## config.mk

```make
export PLATFORM = sky130hd
export DESIGN_NAME = conv_window_sequencer_flat
export DESIGN_NICKNAME = d
export VERILOG_FILES = /design/src/rtl/conv_window_sequencer_if.sv /design/src/rtl/conv_window_sequencer.sv /design/src/flat_wrapper.sv
export SDC_FILE = /design/constraint.sdc
export NUM_CORES = 1
export LEC_CHECK = 0
export BUFFER_PORTS_ARGS = -buffer_cell sky130_fd_sc_hd__clkbuf_2
export CORE_MARGIN = 5
export CORE_UTILIZATION = 42
export DETAILED_ROUTE_END_ITERATION = 12
export GPL_ROUTABILITY_DRIVEN = 1
export HOLD_SLACK_MARGIN = 0.12
export PLACE_DENSITY = 0.63
export SLEW_MARGIN = 20
export SYNTH_ARGS = -nofsm -noshare
export SYNTH_HDL_FRONTEND = slang
export SYNTH_SLANG_ARGS = --single-unit
```

## constraint.sdc

```tcl
create_clock -name clk -period 3.5 [get_ports clk]
set_input_delay 0.175 -clock clk [delete_from_list [all_inputs] [get_ports clk]]
set_output_delay 0.175 -clock clk [all_outputs]
set_load 0.05 [all_outputs]
```

## src/rtl/conv_window_sequencer_if.sv

```systemverilog
// Bus between conv_window_sequencer (master) and its environment: job control,
// picture/weight SRAM read ports, MAC feed and result strobe.
interface conv_window_sequencer_if #(
  parameter int BIT     = 8,
  parameter int ADDR_W  = 10,
  parameter int WADDR_W = 4
);
  logic               start;
  logic [1:0]         norm_mode_cfg;
  logic               busy;
  logic               done;
  logic               pic_rd_en;
  logic [ADDR_W-1:0]  pic_addr;
  logic [BIT-1:0]     pic_rdata;
  logic               w_rd_en;
  logic [WADDR_W-1:0] w_addr;
  logic [BIT-1:0]     w_rdata;
  logic [BIT-1:0]     picture;
  logic [BIT-1:0]     weight;
  logic               accumulator_en;
  logic [1:0]         normalizer_mode;
  logic               acc_clr;
  logic               res_valid;
  logic [ADDR_W-1:0]  res_addr;

  modport master (
    input  start, norm_mode_cfg, pic_rdata, w_rdata,
    output busy, done, pic_rd_en, pic_addr, w_rd_en, w_addr, picture, weight,
           accumulator_en, normalizer_mode, acc_clr, res_valid, res_addr
  );

  modport slave (
    output start, norm_mode_cfg, pic_rdata, w_rdata,
    input  busy, done, pic_rd_en, pic_addr, w_rd_en, w_addr, picture, weight,
           accumulator_en, normalizer_mode, acc_clr, res_valid, res_addr
  );
endinterface

```

## src/rtl/conv_window_sequencer.sv

```systemverilog
// Walks every valid KxK window of an IMG_W x IMG_W image and sequences picture/weight reads
// into the MAC. Define CONV_SEQ_PERF_EN to add the perf_cycles busy-cycle counter port.
module conv_window_sequencer #(
  parameter int BIT     = 8,
  parameter int IMG_W   = 28,
  parameter int K       = 3,
  parameter int ADDR_W  = 10,
  parameter int WADDR_W = 4,
  parameter int MAC_LAT = 2
) (
  input  logic                    clk,
  input  logic                    rst_n,
  conv_window_sequencer_if.master bus
`ifdef CONV_SEQ_PERF_EN
  ,
  output logic [31:0]             perf_cycles
`endif
);
  localparam int OUT_W = IMG_W - K + 1;
  localparam int DW    = $clog2(MAC_LAT + 2);

  typedef enum logic [2:0] {S_IDLE, S_CLR, S_RUN, S_DRAIN, S_DONE} state_t;

  state_t             r_state;
  logic [WADDR_W-1:0] r_kx, r_ky;
  logic [ADDR_W-1:0]  r_ox, r_oy;
  logic [ADDR_W-1:0]  r_base;
  logic [ADDR_W-1:0]  r_res_addr;
  logic [DW-1:0]      r_drain;
  logic               r_pic_rd_en, r_acc_en, r_acc_clr, r_res_valid, r_busy, r_done;
  logic [ADDR_W-1:0]  r_pic_addr;
  logic [WADDR_W-1:0] r_w_addr;
  logic [1:0]         r_mode;

  logic w_last_tap, w_last_win, w_kx_wrap, w_ox_wrap;

  assign w_kx_wrap  = (r_kx == WADDR_W'(K - 1));
  assign w_last_tap = w_kx_wrap && (r_ky == WADDR_W'(K - 1));
  assign w_ox_wrap  = (r_ox == ADDR_W'(OUT_W - 1));
  assign w_last_win = w_ox_wrap && (r_oy == ADDR_W'(OUT_W - 1));

  // r_base tracks oy*IMG_W+ox and r_pic_addr steps from it, so no multipliers are needed.
  always_ff @(posedge clk or negedge rst_n) begin
    if (!rst_n) begin
      r_state     <= S_IDLE;
      r_kx        <= '0;
      r_ky        <= '0;
      r_ox        <= '0;
      r_oy        <= '0;
      r_base      <= '0;
      r_res_addr  <= '0;
      r_drain     <= '0;
      r_pic_rd_en <= 1'b0;
      r_acc_en    <= 1'b0;
      r_acc_clr   <= 1'b0;
      r_res_valid <= 1'b0;
      r_busy      <= 1'b0;
      r_done      <= 1'b0;
      r_pic_addr  <= '0;
      r_w_addr    <= '0;
      r_mode      <= '0;
    end else begin
      r_acc_en <= r_pic_rd_en;
      case (r_state)
        S_IDLE: begin
          if (bus.start) begin
            r_state    <= S_CLR;
            r_busy     <= 1'b1;
            r_acc_clr  <= 1'b1;
            r_mode     <= bus.norm_mode_cfg;
            r_ox       <= '0;
            r_oy       <= '0;
            r_base     <= '0;
            r_res_addr <= '0;
          end
        end
        S_CLR: begin
          r_state     <= S_RUN;
          r_acc_clr   <= 1'b0;
          r_pic_rd_en <= 1'b1;
          r_pic_addr  <= r_base;
          r_w_addr    <= '0;
          r_kx        <= '0;
          r_ky        <= '0;
        end
        S_RUN: begin
          if (w_last_tap) begin
            r_state     <= S_DRAIN;
            r_pic_rd_en <= 1'b0;
            r_drain     <= '0;
            r_res_valid <= (MAC_LAT == 0);
          end else begin
            r_w_addr <= r_w_addr + 1'b1;
            if (w_kx_wrap) begin
              r_kx       <= '0;
              r_ky       <= r_ky + 1'b1;
              r_pic_addr <= r_pic_addr + ADDR_W'(IMG_W - K + 1);
            end else begin
              r_kx       <= r_kx + 1'b1;
              r_pic_addr <= r_pic_addr + 1'b1;
            end
          end
        end
        S_DRAIN: begin
          r_drain     <= r_drain + 1'b1;
          r_res_valid <= (int'(r_drain) + 1 == MAC_LAT);
          if (int'(r_drain) == MAC_LAT) begin
            r_res_valid <= 1'b0;
            if (w_last_win) begin
              r_state <= S_DONE;
              r_done  <= 1'b1;
              r_busy  <= 1'b0;
            end else begin
              r_state    <= S_CLR;
              r_acc_clr  <= 1'b1;
              r_res_addr <= r_res_addr + 1'b1;
              if (w_ox_wrap) begin
                r_ox   <= '0;
                r_oy   <= r_oy + 1'b1;
                r_base <= r_base + ADDR_W'(K);
              end else begin
                r_ox   <= r_ox + 1'b1;
                r_base <= r_base + 1'b1;
              end
            end
          end
        end
        S_DONE: begin
          r_done  <= 1'b0;
          r_state <= S_IDLE;
        end
        default: r_state <= S_IDLE;
      endcase
    end
  end

  assign bus.busy            = r_busy;
  assign bus.done            = r_done;
  assign bus.pic_rd_en       = r_pic_rd_en;
  assign bus.pic_addr        = r_pic_addr;
  assign bus.w_rd_en         = r_pic_rd_en;
  assign bus.w_addr          = r_w_addr;
  assign bus.picture         = bus.pic_rdata;
  assign bus.weight          = bus.w_rdata;
  assign bus.accumulator_en  = r_acc_en;
  assign bus.normalizer_mode = r_mode;
  assign bus.acc_clr         = r_acc_clr;
  assign bus.res_valid       = r_res_valid;
  assign bus.res_addr        = r_res_addr;

`ifdef CONV_SEQ_PERF_EN
  logic [31:0] r_perf;

  always_ff @(posedge clk or negedge rst_n) begin
    if (!rst_n) begin
      r_perf <= '0;
    end else if (r_state == S_IDLE && bus.start) begin
      r_perf <= '0;
    end else if (r_busy && r_perf != '1) begin
      r_perf <= r_perf + 1'b1;
    end
  end

  assign perf_cycles = r_perf;
`endif
endmodule

```

## src/flat_wrapper.sv

```systemverilog
// flat-port wrapper written by rule: the top's interface ports become plain ports
module conv_window_sequencer_flat 
#(
  parameter int BIT     = 8,
  parameter int IMG_W   = 28,
  parameter int K       = 3,
  parameter int ADDR_W  = 10,
  parameter int WADDR_W = 4,
  parameter int MAC_LAT = 2
)
  (clk, rst_n, bus_start, bus_norm_mode_cfg, bus_pic_rdata, bus_w_rdata, bus_busy, bus_done, bus_pic_rd_en, bus_pic_addr, bus_w_rd_en, bus_w_addr, bus_picture, bus_weight, bus_accumulator_en, bus_normalizer_mode, bus_acc_clr, bus_res_valid, bus_res_addr);
  conv_window_sequencer_if #(.BIT(BIT), .ADDR_W(ADDR_W), .WADDR_W(WADDR_W)) bus_i ();
  input  logic clk;
  input  logic rst_n;
  input wire logic [$bits(bus_i.start)-1:0] bus_start;
  input wire logic [$bits(bus_i.norm_mode_cfg)-1:0] bus_norm_mode_cfg;
  input wire logic [$bits(bus_i.pic_rdata)-1:0] bus_pic_rdata;
  input wire logic [$bits(bus_i.w_rdata)-1:0] bus_w_rdata;
  output wire logic [$bits(bus_i.busy)-1:0] bus_busy;
  output wire logic [$bits(bus_i.done)-1:0] bus_done;
  output wire logic [$bits(bus_i.pic_rd_en)-1:0] bus_pic_rd_en;
  output wire logic [$bits(bus_i.pic_addr)-1:0] bus_pic_addr;
  output wire logic [$bits(bus_i.w_rd_en)-1:0] bus_w_rd_en;
  output wire logic [$bits(bus_i.w_addr)-1:0] bus_w_addr;
  output wire logic [$bits(bus_i.picture)-1:0] bus_picture;
  output wire logic [$bits(bus_i.weight)-1:0] bus_weight;
  output wire logic [$bits(bus_i.accumulator_en)-1:0] bus_accumulator_en;
  output wire logic [$bits(bus_i.normalizer_mode)-1:0] bus_normalizer_mode;
  output wire logic [$bits(bus_i.acc_clr)-1:0] bus_acc_clr;
  output wire logic [$bits(bus_i.res_valid)-1:0] bus_res_valid;
  output wire logic [$bits(bus_i.res_addr)-1:0] bus_res_addr;
  assign bus_i.start = bus_start;
  assign bus_i.norm_mode_cfg = bus_norm_mode_cfg;
  assign bus_i.pic_rdata = bus_pic_rdata;
  assign bus_i.w_rdata = bus_w_rdata;
  assign bus_busy = bus_i.busy;
  assign bus_done = bus_i.done;
  assign bus_pic_rd_en = bus_i.pic_rd_en;
  assign bus_pic_addr = bus_i.pic_addr;
  assign bus_w_rd_en = bus_i.w_rd_en;
  assign bus_w_addr = bus_i.w_addr;
  assign bus_picture = bus_i.picture;
  assign bus_weight = bus_i.weight;
  assign bus_accumulator_en = bus_i.accumulator_en;
  assign bus_normalizer_mode = bus_i.normalizer_mode;
  assign bus_acc_clr = bus_i.acc_clr;
  assign bus_res_valid = bus_i.res_valid;
  assign bus_res_addr = bus_i.res_addr;
  conv_window_sequencer #(.BIT(BIT), .IMG_W(IMG_W), .K(K), .ADDR_W(ADDR_W), .WADDR_W(WADDR_W), .MAC_LAT(MAC_LAT)) u_core (.clk(clk), .rst_n(rst_n), .bus(bus_i));
endmodule
```

== After elaboration in Yosys (flattened, before gate mapping) ==
Index checks and enable logic that the tools add are counted.

* Add/subtract/negate cells: 12
* Equal/unequal tests: 18
* Mux-type cells: 48
* Reduce and logical (&&, ||, !) cells: 19

{| class="wikitable"
|+ Operators by type and width
! cell !! number
|-
| 10-bit 2-to-1 mux || 14
|-
| 10-bit one-hot mux with 2 select lines || 5
|-
| 10-bit by 1-bit adder with 10-bit output (second input constant) || 5
|-
| 32-bit by 3-bit equality test with 1-bit output (second input constant) || 1
|-
| 4-bit one-hot mux with 2 select lines || 3
|-
| 10-bit by 5-bit equality test with 1-bit output (second input constant) || 2
|-
| 4-bit 2-to-1 mux || 5
|-
| 4-bit by 1-bit adder with 4-bit output (second input constant) || 3
|-
| 3-bit 2-to-1 mux || 4
|-
| 3-bit one-hot mux with 4 select lines || 1
|-
| 4-bit AND reduction || 3
|-
| 10-bit by 2-bit adder with 10-bit output (second input constant) || 1
|-
| 10-bit by 5-bit adder with 10-bit output (second input constant) || 1
|-
| 2-bit by 1-bit inequality test with 1-bit output (second input constant) || 5
|-
| 1-bit 2-to-1 mux || 9
|-
| 3-bit AND reduction || 3
|-
| 4-bit by 2-bit equality test with 1-bit output (second input constant) || 2
|-
| 1-bit one-hot mux with 2 select lines || 4
|-
| 2-bit AND reduction || 4
|-
| 2-bit nonzero test || 4
|-
| 3-bit by 2-bit equality test with 1-bit output (second input constant) || 2
|-
| 2-bit inequality test (second input constant) || 3
|-
| 5-bit AND reduction || 1
|-
| 2-bit one-hot mux with 2 select lines || 1
|-
| other kinds (10) || 11
|}

* Register bits: 75
* Input port bits: 21
* Logic and storage cells: 114

== Longest topological paths before layout ==
Gate-level depths: netlist (run 1).

* Word-level depth: 5
* Gate-level depth with buffers: 11

== Least setup slack after synthesis (run 1) ==
No wires, ideal clock.

* Path type: register to register
* Start point: register u_core.r_ox[7]
* End point: register u_core.r_base[5]
* Library setup time: 0.120 ns
* Data arrival time: 2.438 ns
* Required time: 3.380 ns
* Slack: 0.942 ns
* Cell stages (with the launch flop): 10
* Path buffers: 0
* Cell sequence: dfrtp_1 > or4_4 > or3_4 > inv_2 > ha_1 > a21o_1 > nand2_1 > a211oi_1 > a21oi_1 > a31o_2

* Word-level cells in the longest chain between the ends: 5
* Elaborated cells between the ends (all ways): 8
* Those cells by class: eq/ne: 2; mux: 4; reduce/logical: 2

{| class="wikitable"
|+ RTL lines
! item !! line !! RTL
|-
| from (decl) || conv_window_sequencer.sv:26 || <nowiki>logic [ADDR_W-1:0] r_ox, r_oy;</nowiki>
|-
| from (signal assigned) || conv_window_sequencer.sv:122 || <nowiki>r_ox <= r_ox + 1'b1;</nowiki>
|-
| 10-bit by 5-bit equality test with 1-bit output * || conv_window_sequencer.sv:39 || <nowiki>assign w_ox_wrap = (r_ox == ADDR_W'(OUT_W - 1));</nowiki>
|-
| 10-bit 2-to-1 mux || conv_window_sequencer.sv:117 || <nowiki>if (w_ox_wrap) begin</nowiki>
|-
| 10-bit 2-to-1 mux || conv_window_sequencer.sv:109 || <nowiki>if (w_last_win) begin</nowiki>
|-
| 10-bit 2-to-1 mux || conv_window_sequencer.sv:107 || <nowiki>if (int'(r_drain) == MAC_LAT) begin</nowiki>
|-
| 10-bit one-hot mux with 2 select lines || conv_window_sequencer.sv:64 || <nowiki>case (r_state)</nowiki>
|-
| to (signal assigned) || conv_window_sequencer.sv:120 || <nowiki>r_base <= r_base + ADDR_W'(K);</nowiki>
|-
| to (signal assigned) || conv_window_sequencer.sv:123 || <nowiki>r_base <= r_base + 1'b1;</nowiki>
|-
| to (decl) || conv_window_sequencer.sv:27 || <nowiki>logic [ADDR_W-1:0] r_base;</nowiki>
|}

Every way passes the cells marked *; elsewhere a longest branch is shown, timed or not. The select of a mux whose other input is x is not followed.
A chain may end at the register's enable or synchronous reset.

== Worst setup path in the final report (run 1) ==
Ends and elaborated chain as after synthesis.

==> run metrics, run 1 <==
DR vias 3395; CTS Buf Count 9; setup TNS 0 ns; share of cells above drive strength 1 19.92%; crit start category register; CP peak stage delay 0.55 ns; RSZ-0062 raised after global routing false; Root Driver clkbuf_8; most area-consuming cells after synthesis dfrtp_1 44%, ha_1 4.4%, o21ai_0 4.0%; count of cell types in the netlist 73; # DRC 0; Ports 70; max-slew violation count 0; top cell family by delay on the critical path simple AND/OR/NAND/NOR gates; CTS sink count 75; r2r endpoint u_core.r_base[5]; pwr dens 321.9 mW/mm^2; Syn Nets 485; critical path capture point type register; commonest non-fill, non-tap cells in the layout 75 x dfrtp_1, 41 x nand2_1, 36 x clkbuf_2; peak supply drop 0.1334 mV; CTS resizes 0; DR iter-0 viols 252; cell depth of the worst setup path 9; first drt pass iteration count 5; Antenna diodes 0; Setup-failing EPs final 0; Initial Util 42.47%; Worst Setup SP u_core.r_ox[7]; register area share after synthesis 43.59%; dpl hpwl 6340 um; Max Cap Viol 0; chip height 111.2 um; outcome finished clean; slowest CP cell or4_4; Avg Cell Area, Syn 9.610 sq um; WHS 0.2720 ns; area leader, netlist dfrtp_1; largest net degree at the start of global routing 76; Syn. warnings 0; share of the synthesized area in the top cell type 43.59%; clk slew on worst S/H paths 0.08 ns; Worst-Margin Slew 0.6564 ns; Detailed Route WL 9326 um; CP Buf/Inv Count 1; routed len/inst 15.34 um; flop-to-flop setup slack 0.73 ns; placer congestion estimate 0.8090; routed vias/inst 5.584; worst rel slew slack 56.07%; CTS tree yes; first-pass GRT wire length 16570 um; CTS H-Tree Depth 3; synthesis-to-finish area growth 8.747%; antenna violations before repair 0; critical-path cell list or4_4 > or3_4 > inv_2 > ha_1 > a21o_1 > nand2_1 > a211oi_1 > a21oi_1 > a31o_2; die width 111.2 um; Core Area 0.01014 sq mm; FF-to-FF path depth 9; Syn Inst Count 448; Skew-Pair Late Insertion Delay 0.36 ns; final hold violation count 0; Worst Skew 0.01484 ns; critical path arrival 3.03 ns; die area 0.01238 sq mm; FF-to-FF Start u_core.r_ox[7]; layout net count 505; Achievable Freq 0.3608 GHz; asr flop ratio synth 100.0%; commonest non-fill, non-tap cell in the layout dfrtp_1; clock buffer depth 2; Post-synth EDFFs 0; vias in the first global route 3387; count of input and output buffers 37; GRT Overall Usage 15.95%; FILL cells 931; ys flop type dfrtp_1; global route total overflow 0; Antenna Nets Post-Route 0; Rows 37; Final Cell Area 0.004682 sq mm; static leakage 2.034 nW; Post-Syn Area 0.004305 sq mm; dpl cell area 0.004464 sq mm; critical path type reg2reg; Synth Register Bits 75; CP required 3.75 ns; Min-Delay Path Class in2async; Tcrit/Tclk final 79.20%; crit path max fanout 6; Final min period 2.772 ns
-- power breakdown --
part / internal, mW / switching (mW) / leakage [nW] / total [mW]
Sequential: 0.871 / 0.00545 / 0.955 / 0.876
Clock: 0.270 / 0.309 / 0.0860 / 0.579
Combinational: 0.0139 / 0.0373 / 0.993 / 0.0512
Total: 1.15 / 0.352 / 2.03 / 1.51
-- repair_timing --
action / CTS / global route
endpoints found under the hold margin: 77 / 0
setup buffers: 0 / 0
hold buffers: 3 / 0
-- cell families (layout without fill, tap and decap cells) --
group	count (synthesis)	count (layout)	synth area share, %
AOI/OAI and AO/OA	122	122	18.83
xor gates and xnor gates	12	12	2.441
adders and majority gates	16	16	4.824
buffers and inverters	50	74	6.829
DFF	75	75	43.59
muxes	4	4	0.9300
and+or+nand+nor	169	169	22.55
-- per-layer routing --
layer	vias up	routed length, um	track usage [%]
met4	0	180	7.786
met2	60	4328	25.53
li1	1664	-	-
met5	-	0	0
met1	1654	4465	20.71
met3	17	352	3.002
-- sequential cells by signal, indices dropped and copies added, names as in the netlist, 2 cells and up --
signal and flops:
u_core.bus.res_addr 10, u_core.bus.normalizer_mode 2, u_core.bus.w_addr 4, u_core.r_drain 2
u_core.r_base 10, u_core.r_state 3, u_core.r_ox 10, u_core.r_ky 4
u_core.bus.pic_addr 10, u_core.r_kx 4, u_core.r_oy 10
-- worst register-to-register path, stage by stage, from the launching register on --
cell and delay [ns]:
dfrtp_1 0.43, or4_4 0.55, or3_4 0.42, inv_2 0.14, ha_1 0.14, a21o_1 0.15
nand2_1 0.06, a211oi_1 0.42, a21oi_1 0.14, a31o_2 0.22
-- cell type report --
type | count | area (sq um) | area share [%]
multi-input cells | 323 | 2143 | 45.78
flip-flops and latches | 75 | 1877 | 40.09
repair buffers | 46 | 282.8 | 6.040
well taps | 136 | 170.2 | 3.634
clock buffers | 12 | 145.1 | 3.100
inverters | 13 | 48.80 | 1.042
clock inverters | 3 | 15.01 | 0.3207
-- stage by stage --
step | total power, mW | util (%) | instances | worst slack, ns
floorplan | 0.9618 | - | 448 | 0.9415
global placement | 0.9392 | 44.03 | 589 | 0.8325
detailed placement | 0.9398 | 44.03 | 589 | 0.7546
CTS | 1.525 | 45.91 | 607 | 0.7400
global route | 1.576 | 46.18 | 608 | 0.5210
finish | 1.507 | 46.18 | 608 | 0.7281
-- worst max path at each step --
stage	to	slack, ns
finish	u_core.r_base[5]	0.73
floorplan	u_core.r_base[5]	0.94
CTS	u_core.r_base[5]	0.74
detailed placement	u_core.r_base[5]	0.75
global route	u_core.r_base[5]	0.52
global placement	u_core.r_base[5]	0.83
-- Yosys cell counts, drive strengths merged, types with 5 or more instances --
cell	n
o21ai	41
nand3	28
nor2	29
ha	15
inv	13
nand4	9
nand2	42
or4	6
xor2	8
and3	5
buf	27
clkbuf	9
o31ai	7
a21oi	29
or3	16
dfrtp	75
and2	5
a31oi	7
Note: power is estimated with default switching activity, not from simulation.
==> run 2, diff against run 1 <==
- ABC_AREA: not set -> 1
- clock period: 3.5 -> 2.7 ns (I/O delays scaled with it)
==> run 2 against run 1 <==
Net effect: total power up 42%; count of clock-buffer cells in the layout unchanged; synthesized cell count up 40%; setup slack worse by 0.076 ns; global-route usage up 0.65 points; area after synthesis up 8.2%; sequential power up 28%; utilization up 1.0 points; via count up 19%; non-clock buffer count up 1; wire length up 9.3%; critical endpoint is now u_core.r_base[3].
==> run metrics, run 2 <==
share of the synthesized area in the top cell type 40.28% (-3.3 points); largest net degree at the start of global routing 76 (unchanged); antenna violations before repair 0 (unchanged); routed len/inst 12.77 um (-17%); outcome finished clean; FF-to-FF path depth 13 (+4); Syn. warnings 0 (unchanged); CTS sink count 75 (unchanged); Syn Inst Count 627 (+40%); pwr dens 419.4 mW/mm^2 (+30%); chip height 115.3 um (+3.7%); Detailed Route WL 10190 um (+9.3%); Pwr Total 2.145 mW (+42%); clk slew on worst S/H paths 0.08 ns (about the same); switching part of the total 20.81% (-2.6 points); CTS resizes 0 (unchanged); Clock Power Share 46.3% (+7.9 points); routed vias/inst 5.079 (-9.0%); Core Area 0.01084 sq mm (+6.9%); DR iter-0 viols 252 (unchanged); NetSw 446.5 uW (+27%); first drt pass iteration count 6 (+1); CP required 2.94 ns (-0.81 ns); Hold Crit Start bus_pic_rdata[1]; Syn Nets 664 (+37%); GRT Overall Usage 16.61% (+0.65 points); crit start category register; placer congestion estimate 0.8133 (+0.53%); area leader, netlist dfrtp_1; Post-Syn Area 0.004659 sq mm (+8.2%); CTS tree yes; dpl hpwl 7330 um (+16%); WHS Path Cells 0; Worst-Margin Slew 0.6916 ns (+0.03517 ns); FF-to-FF Start u_core.r_ox[1]; synthesis-to-finish area growth 9.775%; clock buffer depth 2 (unchanged); asr flop ratio synth 100.0% (unchanged); Antenna diodes 0 (unchanged); critical path capture point type register; critical path type reg2reg; setup TNS 0 ns (unchanged); r2r endpoint u_core.r_base[3]; share of cells above drive strength 1 13.37% (-6.5 points); DR vias 4053 (+19%); RSZ-0062 raised after global routing false; ys flop type dfrtp_1; global route total overflow 0 (unchanged); Initial Util 42.98% (+0.52 points); commonest non-fill, non-tap cells in the layout 194 x nand2_1, 75 x dfrtp_1, 58 x inv_1, 58 x nand3_1, 49 x nor2_1; Antenna Nets Post-Route 0 (unchanged); Commonest cells post-synth 194 x nand2_1, 75 x dfrtp_1, 58 x inv_1, 58 x nand3_1, 49 x nor2_1; commonest non-fill, non-tap cell in the layout nand2_1; Achievable Freq 0.4884 GHz (+35%); Rows 38 (+2.7%); FILL cells 1070 (+15%); critical path arrival 2.29 ns (-0.74 ns); Avg Cell Area, Syn 7.431 sq um (-23%); Setup-failing EPs final 0 (unchanged); Tcrit/Tclk final 75.83% (-3.4 points); register area share after synthesis 40.28% (-3.3 points); first-pass GRT wire length 18010 um (+8.7%); WHS 0.2700 ns (-0.002000 ns); P_int 1.699 mW (+47%); die width 115.3 um (+3.7%); Synth Register Bits 75 (unchanged); vias in the first global route 3926 (+16%); Max Cap Viol 0 (unchanged); CTS Buf Count 9 (unchanged); static leakage 2.444 nW (+20%); flop-to-flop setup slack 0.65 ns (-0.08 ns); crit path max fanout 5 (-1); max-slew violation count 0 (unchanged); Hold Crit Endpoint bus_picture[1]; Ports 70 (unchanged); register share of total power 52.3% (-5.9 points); Post-synth EDFFs 0 (unchanged); layout net count 690 (+37%); top-count cell post-synth nand2_1; Min-Delay Path Class in2out; count of input and output buffers 37 (unchanged); most area-consuming cells after synthesis dfrtp_1 40%, nand2_1 16%, nand3_1 6.2%; Skew-Pair Late Insertion Delay 0.35 ns (about the same); Root Driver clkbuf_8; Gate power share 1.4% (-2.0 points); worst rel slew slack 53.89% (-2.2 points); die area 0.01330 sq mm (+7.5%); Final min period 2.047 ns (-0.7245 ns); count of cell types in the netlist 39 (-47%); final hold violation count 0 (unchanged); CTS H-Tree Depth 3 (unchanged); Worst Skew 0.006695 ns (-0.008141 ns); peak supply drop 0.2171 mV (+63%); # DRC 0 (unchanged)
run 2: cell count changes after synthesis, moves of 7 or more:
cell and delta:
a21oi_1 -18, a31oi_1 -7, buf_4 +7, clkbuf_1 -7, inv_1 +46, nand2_1 +153
nand3_1 +30, nor2_1 +20, o21ai_1 +12, or3_1 -9
run 2: logic make-up after synthesis:
logic type / synth area share (%)
AO/OA/AOI/OAI: 10.04
adder cells (fa/ha/maj): 4.458
flip-flops: 40.28
AND/OR/NAND/NOR: 32.22
buffers and inverters: 9.989
XOR/XNOR: 3.008
run 2: layer usage:
layer	up-vias	track usage (%)	part of all wire, %
met5	-	0	0
met4	0	6.416	1.5
met3	10	3.421	4.0
met2	82	26.70	47
met1	1896	22.05	48
li1	2065	-	-
run 2: per-stage QoR:
| step | setup slack [ns] | instance area, sq um | util (%) | cells |
|---|---|---|---|---|
| 5_1_grt | 0.4455 | 5115 | 47.18 | 798 |
| 3_5_place_dp | 0.6818 | 4833 | 44.59 | 777 |
| 2_1_floorplan | 0.8341 | 4659 | - | 627 |
| 3_3_place_gp | 0.6975 | 4833 | 44.59 | 777 |
| 6_report | 0.6526 | 5115 | 47.18 | 798 |
| 4_1_cts | 0.6533 | 5111 | 47.15 | 798 |
run 2: timing repair:
action	4_1_cts	5_1_grt
buffers inserted	0	0
endpoints found under the hold margin	78	0
hold buffers	5	0
run 2: layout make-up:
| type | instances | area, sq um | area share, % |
|---|---|---|---|
| Timing Repair Buffer | 47 | 279.0 | 5.455 |
| Tap cell | 140 | 175.2 | 3.425 |
| Sequential cell | 75 | 1877 | 36.69 |
| Inverter | 63 | 239.0 | 4.672 |
| Multi-Input combinational cell | 457 | 2317 | 45.30 |
| Clock inverter | 4 | 72.57 | 1.419 |
| Clock buffer | 12 | 155.1 | 3.033 |
run 2: critical path: stages (launching register included):
cell     delay, ns
dfrtp_1       0.40
inv_1         0.06
ha_1          0.17
nand2_1       0.07
inv_1         0.05
nand3_2       0.08
nor2_4        0.05
ha_1          0.27
nand2_1       0.07
o21ai_0       0.34
xor2_1        0.19
nor2_1        0.05
nand2_1       0.07
o21ai_2       0.05
run 2: worst max path at each step:
stage                      startpoint               end  slack, ns  cells after the start
floorplan              u_core.r_ox[1]  u_core.r_base[3]       0.83                     13
global placement    u_core.r_state[2]  u_core.r_base[0]       0.70                      8
detailed placement     u_core.r_ox[1]  u_core.r_base[3]       0.68                     13
CTS                    u_core.r_ox[1]  u_core.r_base[3]       0.65                     13
global route           u_core.r_ox[1]  u_core.r_base[7]       0.45                     13
finish                 u_core.r_ox[1]  u_core.r_base[3]       0.65                     13
run 2: power by group through the flow:
stage / logic [mW] / registers, mW / clock network (mW)
3_3_place_gp: 0.0271 / 1.14 / 0
6_report: 0.0302 / 1.12 / 0.993
2_1_floorplan: 0.0641 / 1.14 / 0
4_1_cts: 0.0322 / 1.12 / 1.02
3_5_place_dp: 0.0276 / 1.14 / 0
5_1_grt: 0.0371 / 1.12 / 1.08
